File: config.mk
export PLATFORM = sky130hd
export DESIGN_NAME = lpt_compat_tx_engine
export DESIGN_NICKNAME = d
export VERILOG_FILES = /design/src/rtl/lpt_compat_tx_engine.sv
export SDC_FILE = /design/constraint.sdc
export NUM_CORES = 1
export LEC_CHECK = 0
export ABC_AREA = 1
export CAP_MARGIN = 5
export CORE_UTILIZATION = 50
export CTS_CLUSTER_DIAMETER = 150
export DETAILED_ROUTE_END_ITERATION = 7
export PLACE_DENSITY_LB_ADDON = 0.15
export REMOVE_ABC_BUFFERS = 1
export SYNTH_ARGS = -nofsm -noshare
export SYNTH_HDL_FRONTEND = slang
export SYNTH_SLANG_ARGS = --single-unit
File: constraint.sdc
create_clock -name clk -period 2.9 [get_ports clk]
set_input_delay 0.725 -clock clk [delete_from_list [all_inputs] [get_ports clk]]
set_output_delay 0.725 -clock clk [all_outputs]
set_load 0.02 [all_outputs]
File: src/rtl/lpt_compat_tx_engine.sv
// Centronics compatibility-mode transmit engine: byte FIFO feeding a setup/strobe/hold/ack handshake.
// Optional WAIT_ACK timeout is built in when the macro LPT_TIMEOUT_EN is defined.
module lpt_compat_tx_engine #(
   parameter int unsigned FIFO_AW     = 4,
   parameter int unsigned SETUP_CYC   = 33,
   parameter int unsigned STROBE_CYC  = 33,
   parameter int unsigned HOLD_CYC    = 33,
   parameter int unsigned TIMEOUT_CYC = 330000
) (
   input  logic               clk,
   input  logic               reset,
   input  logic               wr_en,
   input  logic [7:0]         wr_data,
   input  logic               BUSY,
   input  logic               ACK,
   output logic [7:0]         lpt_data,
   output logic               STROBE,
   output logic               fifo_empty,
   output logic               fifo_full,
   output logic [FIFO_AW:0]   fifo_level,
   output logic               overflow,
   output logic               tx_active,
   output logic               byte_done,
   output logic               timeout_err
);

   localparam int unsigned DEPTH   = 2 ** FIFO_AW;
   localparam int unsigned PTR_W   = FIFO_AW + 1;
   localparam int unsigned MAX_A   = (SETUP_CYC > STROBE_CYC) ? SETUP_CYC : STROBE_CYC;
   localparam int unsigned MAX_B   = (HOLD_CYC > TIMEOUT_CYC) ? HOLD_CYC : TIMEOUT_CYC;
   localparam int unsigned CNT_MAX = (MAX_A > MAX_B) ? MAX_A : MAX_B;
   localparam int unsigned CNT_W   = $clog2(CNT_MAX + 1);

   typedef enum logic [2:0] {
      S_IDLE,
      S_SETUP,
      S_STB,
      S_HOLD,
      S_WAIT_ACK
   } state_t;

   state_t             state_q, state_d;
   logic [CNT_W-1:0]   cnt_q, cnt_d;
   logic [PTR_W-1:0]   wr_ptr_q, wr_ptr_d;
   logic [PTR_W-1:0]   rd_ptr_q, rd_ptr_d;
   logic [PTR_W-1:0]   level_q, level_d;
   logic               empty_q, empty_d;
   logic               full_q, full_d;
   logic               overflow_q, overflow_d;
   logic [7:0]         data_q, data_d;
   logic               strobe_q, strobe_d;
   logic               active_q, active_d;
   logic               done_q, done_d;
   logic               terr_q, terr_d;
   logic               busy_meta_q, busy_meta_d;
   logic               busy_s_q, busy_s_d;
   logic               ack_meta_q, ack_meta_d;
   logic               ack_s_q, ack_s_d;
   logic               ack_prev_q, ack_prev_d;
   logic               busy_seen_q, busy_seen_d;
   logic               ack_seen_q, ack_seen_d;
   logic               push_c, pop_c, ack_fall_c;
   logic [7:0]         mem_q [DEPTH];

   // FIFO storage; contents need no reset since pointers gate every read
   always_ff @(posedge clk) begin
      if (push_c) mem_q[wr_ptr_q[FIFO_AW-1:0]] <= wr_data;
   end

   always_comb begin
      busy_meta_d = BUSY;
      busy_s_d    = busy_meta_q;
      ack_meta_d  = ACK;
      ack_s_d     = ack_meta_q;
      ack_prev_d  = ack_s_q;
      ack_fall_c  = ack_prev_q & ~ack_s_q;

      push_c      = wr_en & ~full_q;
      pop_c       = 1'b0;
      state_d     = state_q;
      cnt_d       = cnt_q;
      data_d      = data_q;
      strobe_d    = strobe_q;
      done_d      = 1'b0;
      terr_d      = terr_q;
      busy_seen_d = busy_seen_q;
      ack_seen_d  = ack_seen_q;
      overflow_d  = overflow_q | (wr_en & full_q);

      case (state_q)
         S_IDLE: begin
            if (!empty_q && !busy_s_q) begin
               pop_c   = 1'b1;
               data_d  = mem_q[rd_ptr_q[FIFO_AW-1:0]];
               state_d = S_SETUP;
               cnt_d   = '0;
            end
         end
         S_SETUP: begin
            if (cnt_q == CNT_W'(SETUP_CYC - 1)) begin
               strobe_d = 1'b0;
               state_d  = S_STB;
               cnt_d    = '0;
            end else begin
               cnt_d = cnt_q + CNT_W'(1);
            end
         end
         S_STB: begin
            if (cnt_q == CNT_W'(STROBE_CYC - 1)) begin
               strobe_d   = 1'b1;
               state_d    = S_HOLD;
               cnt_d      = '0;
               ack_seen_d = 1'b0;
            end else begin
               cnt_d = cnt_q + CNT_W'(1);
            end
         end
         S_HOLD: begin
            // A fast printer may pulse nACK while data is still held; remember it
            ack_seen_d = ack_seen_q | ack_fall_c;
            if (cnt_q == CNT_W'(HOLD_CYC - 1)) begin
               state_d     = S_WAIT_ACK;
               cnt_d       = '0;
               busy_seen_d = 1'b0;
            end else begin
               cnt_d = cnt_q + CNT_W'(1);
            end
         end
         S_WAIT_ACK: begin
            busy_seen_d = busy_seen_q | busy_s_q;
            ack_seen_d  = ack_seen_q | ack_fall_c;
            if (ack_seen_q || ack_fall_c || (busy_seen_q && !busy_s_q)) begin
               done_d  = 1'b1;
               state_d = S_IDLE;
            end
`ifdef LPT_TIMEOUT_EN
            else if (cnt_q == CNT_W'(TIMEOUT_CYC - 1)) begin
               terr_d  = 1'b1;
               state_d = S_IDLE;
            end else begin
               cnt_d = cnt_q + CNT_W'(1);
            end
`else
            else begin
               cnt_d = '0;
            end
`endif
         end
         default: state_d = S_IDLE;
      endcase

      wr_ptr_d = wr_ptr_q + PTR_W'(push_c);
      rd_ptr_d = rd_ptr_q + PTR_W'(pop_c);
      level_d  = wr_ptr_d - rd_ptr_d;
      empty_d  = (level_d == '0);
      full_d   = (level_d == PTR_W'(DEPTH));
      active_d = (state_d != S_IDLE);
   end

   always_ff @(posedge clk) begin
      if (reset) begin
         state_q     <= S_IDLE;
         cnt_q       <= '0;
         wr_ptr_q    <= '0;
         rd_ptr_q    <= '0;
         level_q     <= '0;
         empty_q     <= 1'b1;
         full_q      <= 1'b0;
         overflow_q  <= 1'b0;
         data_q      <= 8'h00;
         strobe_q    <= 1'b1;
         active_q    <= 1'b0;
         done_q      <= 1'b0;
         terr_q      <= 1'b0;
         busy_meta_q <= 1'b0;
         busy_s_q    <= 1'b0;
         ack_meta_q  <= 1'b1;
         ack_s_q     <= 1'b1;
         ack_prev_q  <= 1'b1;
         busy_seen_q <= 1'b0;
         ack_seen_q  <= 1'b0;
      end else begin
         state_q     <= state_d;
         cnt_q       <= cnt_d;
         wr_ptr_q    <= wr_ptr_d;
         rd_ptr_q    <= rd_ptr_d;
         level_q     <= level_d;
         empty_q     <= empty_d;
         full_q      <= full_d;
         overflow_q  <= overflow_d;
         data_q      <= data_d;
         strobe_q    <= strobe_d;
         active_q    <= active_d;
         done_q      <= done_d;
         terr_q      <= terr_d;
         busy_meta_q <= busy_meta_d;
         busy_s_q    <= busy_s_d;
         ack_meta_q  <= ack_meta_d;
         ack_s_q     <= ack_s_d;
         ack_prev_q  <= ack_prev_d;
         busy_seen_q <= busy_seen_d;
         ack_seen_q  <= ack_seen_d;
      end
   end

   assign lpt_data    = data_q;
   assign STROBE      = strobe_q;
   assign fifo_empty  = empty_q;
   assign fifo_full   = full_q;
   assign fifo_level  = level_q;
   assign overflow    = overflow_q;
   assign tx_active   = active_q;
   assign byte_done   = done_q;
   assign timeout_err = terr_q;

endmodule

==> flow_metrics.py, run 1 <==
metrics = {
    "outcome": {
        "status": "finished, final reports clean",
    },
    "timing": {
        "fmax_mhz": 396,
        "slew_violations": 0,
        "finalSetupTns_ns": 0,
        "fin_crit_ns": 2.52,
        "skew_ns": 0.00877,
        "rsz0062_at_grt": "false",
        "worst_pin_slew_ns": 0.785,
        "max_slew_margin": 0.476,
        "report.final.hold_viol_count": 0,
        "finalCritPeriodShare": 0.870,
        "setup_viol": 0,
    },
    "floorplan": {
        "die_area_mm2": 0.0171,
        "rows": 46,
        "core-area_mm2": 0.0160,
        "start_util": 0.518,
        "fp.dieW_um": 131,
        "io_pins": 33,
        "die_h_um": 131,
    },
    "route": {
        "routed_wl_mm": 18.9,
        "dr.pass1.iters": 5,
        "drt_iter0_drc": 520,
        "vias": 6135,
        "ant_nets": 0,
        "viasPerCell": 5.32,
        "drc": 0,
        "routedWlPerCell_um": 16.4,
    },
    "synth": {
        "yosysTopAreaCell": "edfxtp_1",
        "synthFlopType": "edfxtp_1",
        "synth_area_per_cell_um2": 9.37,
        "yosysWarnings": 0,
        "synth.area.top_cells": "edfxtp_1, dfxtp_1, nor2_1",
        "netlist_instances": 884,
        "yosys-top-cells-count": "nor2_1, nand2_1, edfxtp_1",
        "yosysMostFrequentCell": "nor2_1",
        "ys_ff_latch": 186,
        "yosysSeqAreaShare": 0.604,
        "synth_top_area_frac": 0.464,
        "synthArstFlopShare": 0,
        "synth_edf_count": 128,
        "ys_types": 35,
        "synth_area_mm2": 0.00828,
    },
    "setup_path": {
        "r2r-end": "fifo_full$_SDFF_PP0_",
        "rr_startpoint": "state_q[0]$_SDFF_PP0_",
        "cp.arrival_ns": 2.84,
        "crit_path_frequent_cell": "nand2_1",
        "slowest_stage": "clkdlybuf4s50_1",
        "worst_ep_required_time_ns": 3.22,
        "cpPeakStageDelay_ns": 0.48,
        "worst-path-max-fanout": 5,
        "worst_r2r_path_depth": 17,
        "worstPathCellList": "clkdlybuf4s50_1 > inv_1 > nor2_1 > ha_1 > nand3_1 > xor2_1 > inv_1 > ha_1 > nand3_1 > nand2_1 > inv_1 > nand2_1 > nand2_1 > nand2_1 > nand2_1 > nand2_1",
        "endpoint_kind": "register",
        "criticalPathCategory": "in2reg",
        "r2r_slack_ns": 0.47,
        "cp-start-kind": "input port",
    },
    "placed_design": {
        "placed_area_mm2": 0.00884,
        "dpl.cell_count": 1122,
        "gp_congestion": 0.867,
        "dp_hpwl_mm": 12.7,
        "portBuffers": 31,
    },
    "worst_hold_path": {
        "whs_path_depth": 2,
        "worstHoldStart": "busy_meta_q$_SDFF_PP0_",
        "hold_end": "busy_s_q$_SDFF_PP0_",
        "hp-class": "reg2reg",
    },
    "clocking": {
        "root_buffer": "clkbuf_16",
        "clockBufferDepth": 2,
        "insertion_delay_ns": 0.43,
        "cts.sinks": 186,
        "cts_tree": "built",
        "clk_pin_slew_ns": 0.07,
        "cts_buffers": 17,
        "postCtsSetupRepairBufs": 0,
        "cts_max_level": 4,
        "cts_resized": 0,
        "cts_hold_buf": 0,
    },
    "power_and_ir_drop": {
        "peakVddDrop_mv": 0.498,
        "leakage_uw": 0.00359,
        "power_density_mw_per_mm2": 790,
    },
    "cells_and_area": {
        "stdcell_area_mm2": 0.00940,
        "area_growth_pct": 13.5,
        "n_antenna_cell": 0,
        "nets": 948,
        "utilization": 0.587,
        "drive_gt1_frac": 0.107,
        "post_layout_nonfiller_instances": 1154,
    },
    "global_route": {
        "grt_start_max_net_pins": 65,
        "grt_pass1_vias": 5739,
        "antenna_found_initial": 0,
        "grt_pass1_wl_mm": 30.0,
        "gr-total-overflow": 0,
        "track_usage": 0.241,
    },
    "run": {
        "cap_violations": 0,
    },
}
[final cells by class]
type / instances / area [um2]
timing repair buffer: 58 / 513
multi-input combinational: 588 / 2770
sequential: 186 / 5010
inverter: 74 / 280
clock buffer: 18 / 429
clock inverter: 14 / 130
fill: 1411 / 6600
tap: 216 / 270
[power by group]
part	internal, uW	switching (uW)	leakage (uW)	total (uW)
Clock	1140	1070	0.000275	2210
Combinational	724	1390	0.00168	2110
Sequential	3010	102	0.00163	3110
[kinds of logic after synthesis]
kind of cell,synth area share
flip-flops,0.604
XOR/XNOR,0.00423
AO/OA/AOI/OAI,0.0612
adder cells (fa/ha/maj),0.0160
other,0.000453
AND/OR/NAND/NOR,0.253
buffers and inverters,0.0610
[worst max-delay path: cells and delay by family]
family	cells	cell delay [ns]
XOR/XNOR	1	0.22
adder cells (fa/ha/maj)	2	0.56
buffers and inverters	4	0.66
AND/OR/NAND/NOR	9	0.67
[through the flow]
stage	total power [uW]	setup slack, ns	hold slack [ns]
floorplan	4510	-0.0400	0.388
global placement	5230	0.00967	0.401
detailed placement	5280	-0.0577	0.403
CTS	7480	0.398	0.419
global route	7850	0.206	0.438
finish	7430	0.377	0.417
[state kept, by name, indices dropped and copies added, names as in the netlist, 3 cells and up]
signal / count
cnt_q: 19
fifo_level: 5
lpt_data: 8
mem_q: 128
rd_ptr_q: 5
state_q: 3
wr_ptr_q: 5
[placed cells by master, fill, tap and decap left out, types with 20 or more instances in the layout]
cell type and instances:
nand2_1 148, o21ai_0 58, nor2_1 179, nand3_1 99, clkdlybuf4s50_1 31, buf_4 27
nand4_1 20, dfxtp_1 57, inv_1 62, edfxtp_1 128
[metal layers]
| layer | up-vias | routed length, um | GRT usage |
|---|---|---|---|
| met1 | 2944 | 8800 | 0.333 |
| met2 | 143 | 8870 | 0.386 |
| met4 | 0 | 191 | 0.0636 |
| met3 | 14 | 1010 | 0.0517 |
| met5 | - | 0 | 0 |
| li1 | 3034 | - | - |
[how the worst max path moves through the flow]
| stage | endpoint | cells past startpoint | from |
|---|---|---|---|
| after floorplan | fifo_full$_SDFF_PP0_ | 9 | rd_ptr_q[0]$_SDFF_PP0_ |
| after global routing | fifo_empty$_SDFF_PP1_ | 16 | wr_en |
| final | fifo_empty$_SDFF_PP1_ | 16 | wr_en |
| after CTS | fifo_empty$_SDFF_PP1_ | 16 | wr_en |
| after global placement | fifo_full$_SDFF_PP0_ | 13 | wr_en |
| after detailed placement | fifo_empty$_SDFF_PP1_ | 16 | wr_en |
Note: power is estimated with default switching activity, not from simulation.
==> run 2: changes to the inputs <==
- PLACE_DENSITY: not set -> 0.7
- PLACE_DENSITY_LB_ADDON: 0.15 -> not set
==> flow_metrics.py, run 2 (same netlist as run 1, synthesis figures left out) <==
metrics = {
    "timing": {
        "finalCritPeriodShare": 0.850,
        "setup_viol": 0,
        "max_slew_margin": 0.518,
        "skew_ns": 0.0132,
        "fin_crit_ns": 2.46,
        "slew_violations": 0,
        "worst_pin_slew_ns": 0.723,
        "fmax_mhz": 406,
        "report.final.hold_viol_count": 0,
        "rsz0062_at_grt": "false",
    },
    "route": {
        "drc": 0,
        "dr.pass1.iters": 5,
        "ant_nets": 0,
        "wl_met2_mm": 8.92,
        "wl_met3_um": 953,
        "viasPerCell": 5.30,
        "top_layer": "met4",
        "drt_iter0_drc": 595,
        "drt-met1-wl_mm": 8.49,
        "routedWlPerCell_um": 16.1,
        "routed_wl_mm": 18.6,
        "vias": 6126,
    },
    "placed_design": {
        "gp_congestion": 0.956,
        "portBuffers": 31,
        "placed_area_mm2": 0.00885,
        "dp_hpwl_mm": 11.9,
        "dpl.cell_count": 1124,
    },
    "setup_path": {
        "worst_ep_required_time_ns": 3.22,
        "rr_startpoint": "state_q[0]$_SDFF_PP0_",
        "slowest_stage": "clkdlybuf4s50_1",
        "worst-path-max-fanout": 5,
        "cpPeakStageDelay_ns": 0.48,
        "crit_start": "wr_en",
        "r2r_slack_ns": 0.56,
        "worstPathCellList": "clkdlybuf4s50_1 > inv_1 > nor2_1 > ha_1 > nand3_1 > xor2_1 > inv_1 > ha_1 > nand3_1 > nand2_1 > inv_1 > nand2_1 > nand2_1 > nand2_1 > nand2_1 > nand2_1",
        "criticalPathCategory": "in2reg",
        "cp-start-kind": "input port",
        "crit_path_frequent_cell": "nand2_1",
        "endpoint_kind": "register",
        "cp.arrival_ns": 2.79,
    },
    "global_route": {
        "track_usage": 0.232,
        "antenna_found_initial": 0,
        "gr-total-overflow": 0,
        "grt_start_max_net_pins": 43,
        "grt_pass1_vias": 5683,
        "grt_pass1_wl_mm": 29.3,
    },
    "floorplan": {
        "core-area_mm2": 0.0160,
        "start_util": 0.518,
        "rows": 46,
        "io_pins": 33,
        "fp.dieW_um": 131,
        "die_h_um": 131,
        "die_area_mm2": 0.0171,
    },
    "clocking": {
        "clk_pin_slew_ns": 0.07,
        "cts.sinks": 186,
        "cts_buffers": 17,
        "cts_hold_buf": 0,
        "root_buffer": "clkbuf_16",
        "postCtsSetupRepairBufs": 0,
        "insertion_delay_ns": 0.44,
        "cts_resized": 0,
        "cts_tree": "built",
        "clockBufferDepth": 2,
        "cts_max_level": 4,
    },
    "power_and_ir_drop": {
        "peakVddDrop_mv": 0.496,
        "power_density_mw_per_mm2": 792,
        "leakage_uw": 0.00359,
    },
    "cells_and_area": {
        "final_common_cell": "nor2_1",
        "largest_reg_flops": 128,
        "area_growth_pct": 13.7,
        "stdcell_area_mm2": 0.00941,
        "nets": 950,
        "n_antenna_cell": 0,
        "final_cell_mix": "nor2_1, nand2_1, edfxtp_1",
        "drive_gt1_frac": 0.109,
        "post_layout_nonfiller_instances": 1156,
    },
    "outcome": {
        "status": "finished, final reports clean",
    },
    "worst_hold_path": {
        "worstHoldStart": "busy_meta_q$_SDFF_PP0_",
        "hp-class": "reg2reg",
    },
    "run": {
        "cap_violations": 0,
    },
}
==> run 2: cell count changes in the layout (fill, tap and decap cells not counted), sizes merged <==
cell      delta
clkinv       -1
clkinvlp     +2
buf          +2
inv          -1
==> run 2: worst max-delay path: cells and delay by family <==
kind	cells	cell delay [ns]
adder cells (fa/ha/maj)	2	0.56
XOR/XNOR	1	0.19
AND/OR/NAND/NOR	9	0.66
buffers and inverters	4	0.65
==> run 2: stage by stage <==
stage / TNS, ns / total power, uW / setup slack [ns] / util / hold slack, ns
after floorplan: -0.0569 / 4510 / -0.0400 / - / 0.388
after global routing: 0 / 7840 / 0.200 / 0.588 / 0.430
after CTS: 0 / 7490 / 0.430 / 0.588 / 0.414
after global placement: 0 / 5240 / 0.0307 / 0.553 / 0.400
after detailed placement: -0.0655 / 5280 / -0.0352 / 0.553 / 0.398
final: 0 / 7450 / 0.435 / 0.588 / 0.410
==> run 2: cell type report <==
| class | count | area, um2 |
|---|---|---|
| sequential | 186 | 5010 |
| timing repair buffer | 60 | 528 |
| inverter | 74 | 280 |
| clock buffer | 18 | 429 |
| multi-input combinational | 588 | 2770 |
| tap | 216 | 270 |
| fill | 1411 | 6590 |
| clock inverter | 14 | 129 |
==> run 2: metal layers <==
layer,vias to the layer above,track usage
li1,3034,-
met1,2907,0.311
met2,167,0.383
met3,18,0.0419
met4,0,0.0751
met5,-,0
==> run 2: worst paths after layout <==
| kind | to | cells past startpoint |
|---|---|---|
| max | fifo_empty$_SDFF_PP1_ | 16 |
| min | busy_s_q$_SDFF_PP0_ | 2 |
| max reg2reg | fifo_full$_SDFF_PP0_ | 14 |
| min reg2reg | busy_s_q$_SDFF_PP0_ | 2 |
==> run 2: where the power goes <==
group	internal (uW)	leakage, uW	switching, uW
registers	3010	0.00163	98.7
logic	733	0.00169	1380
clock network	1130	0.000268	1090
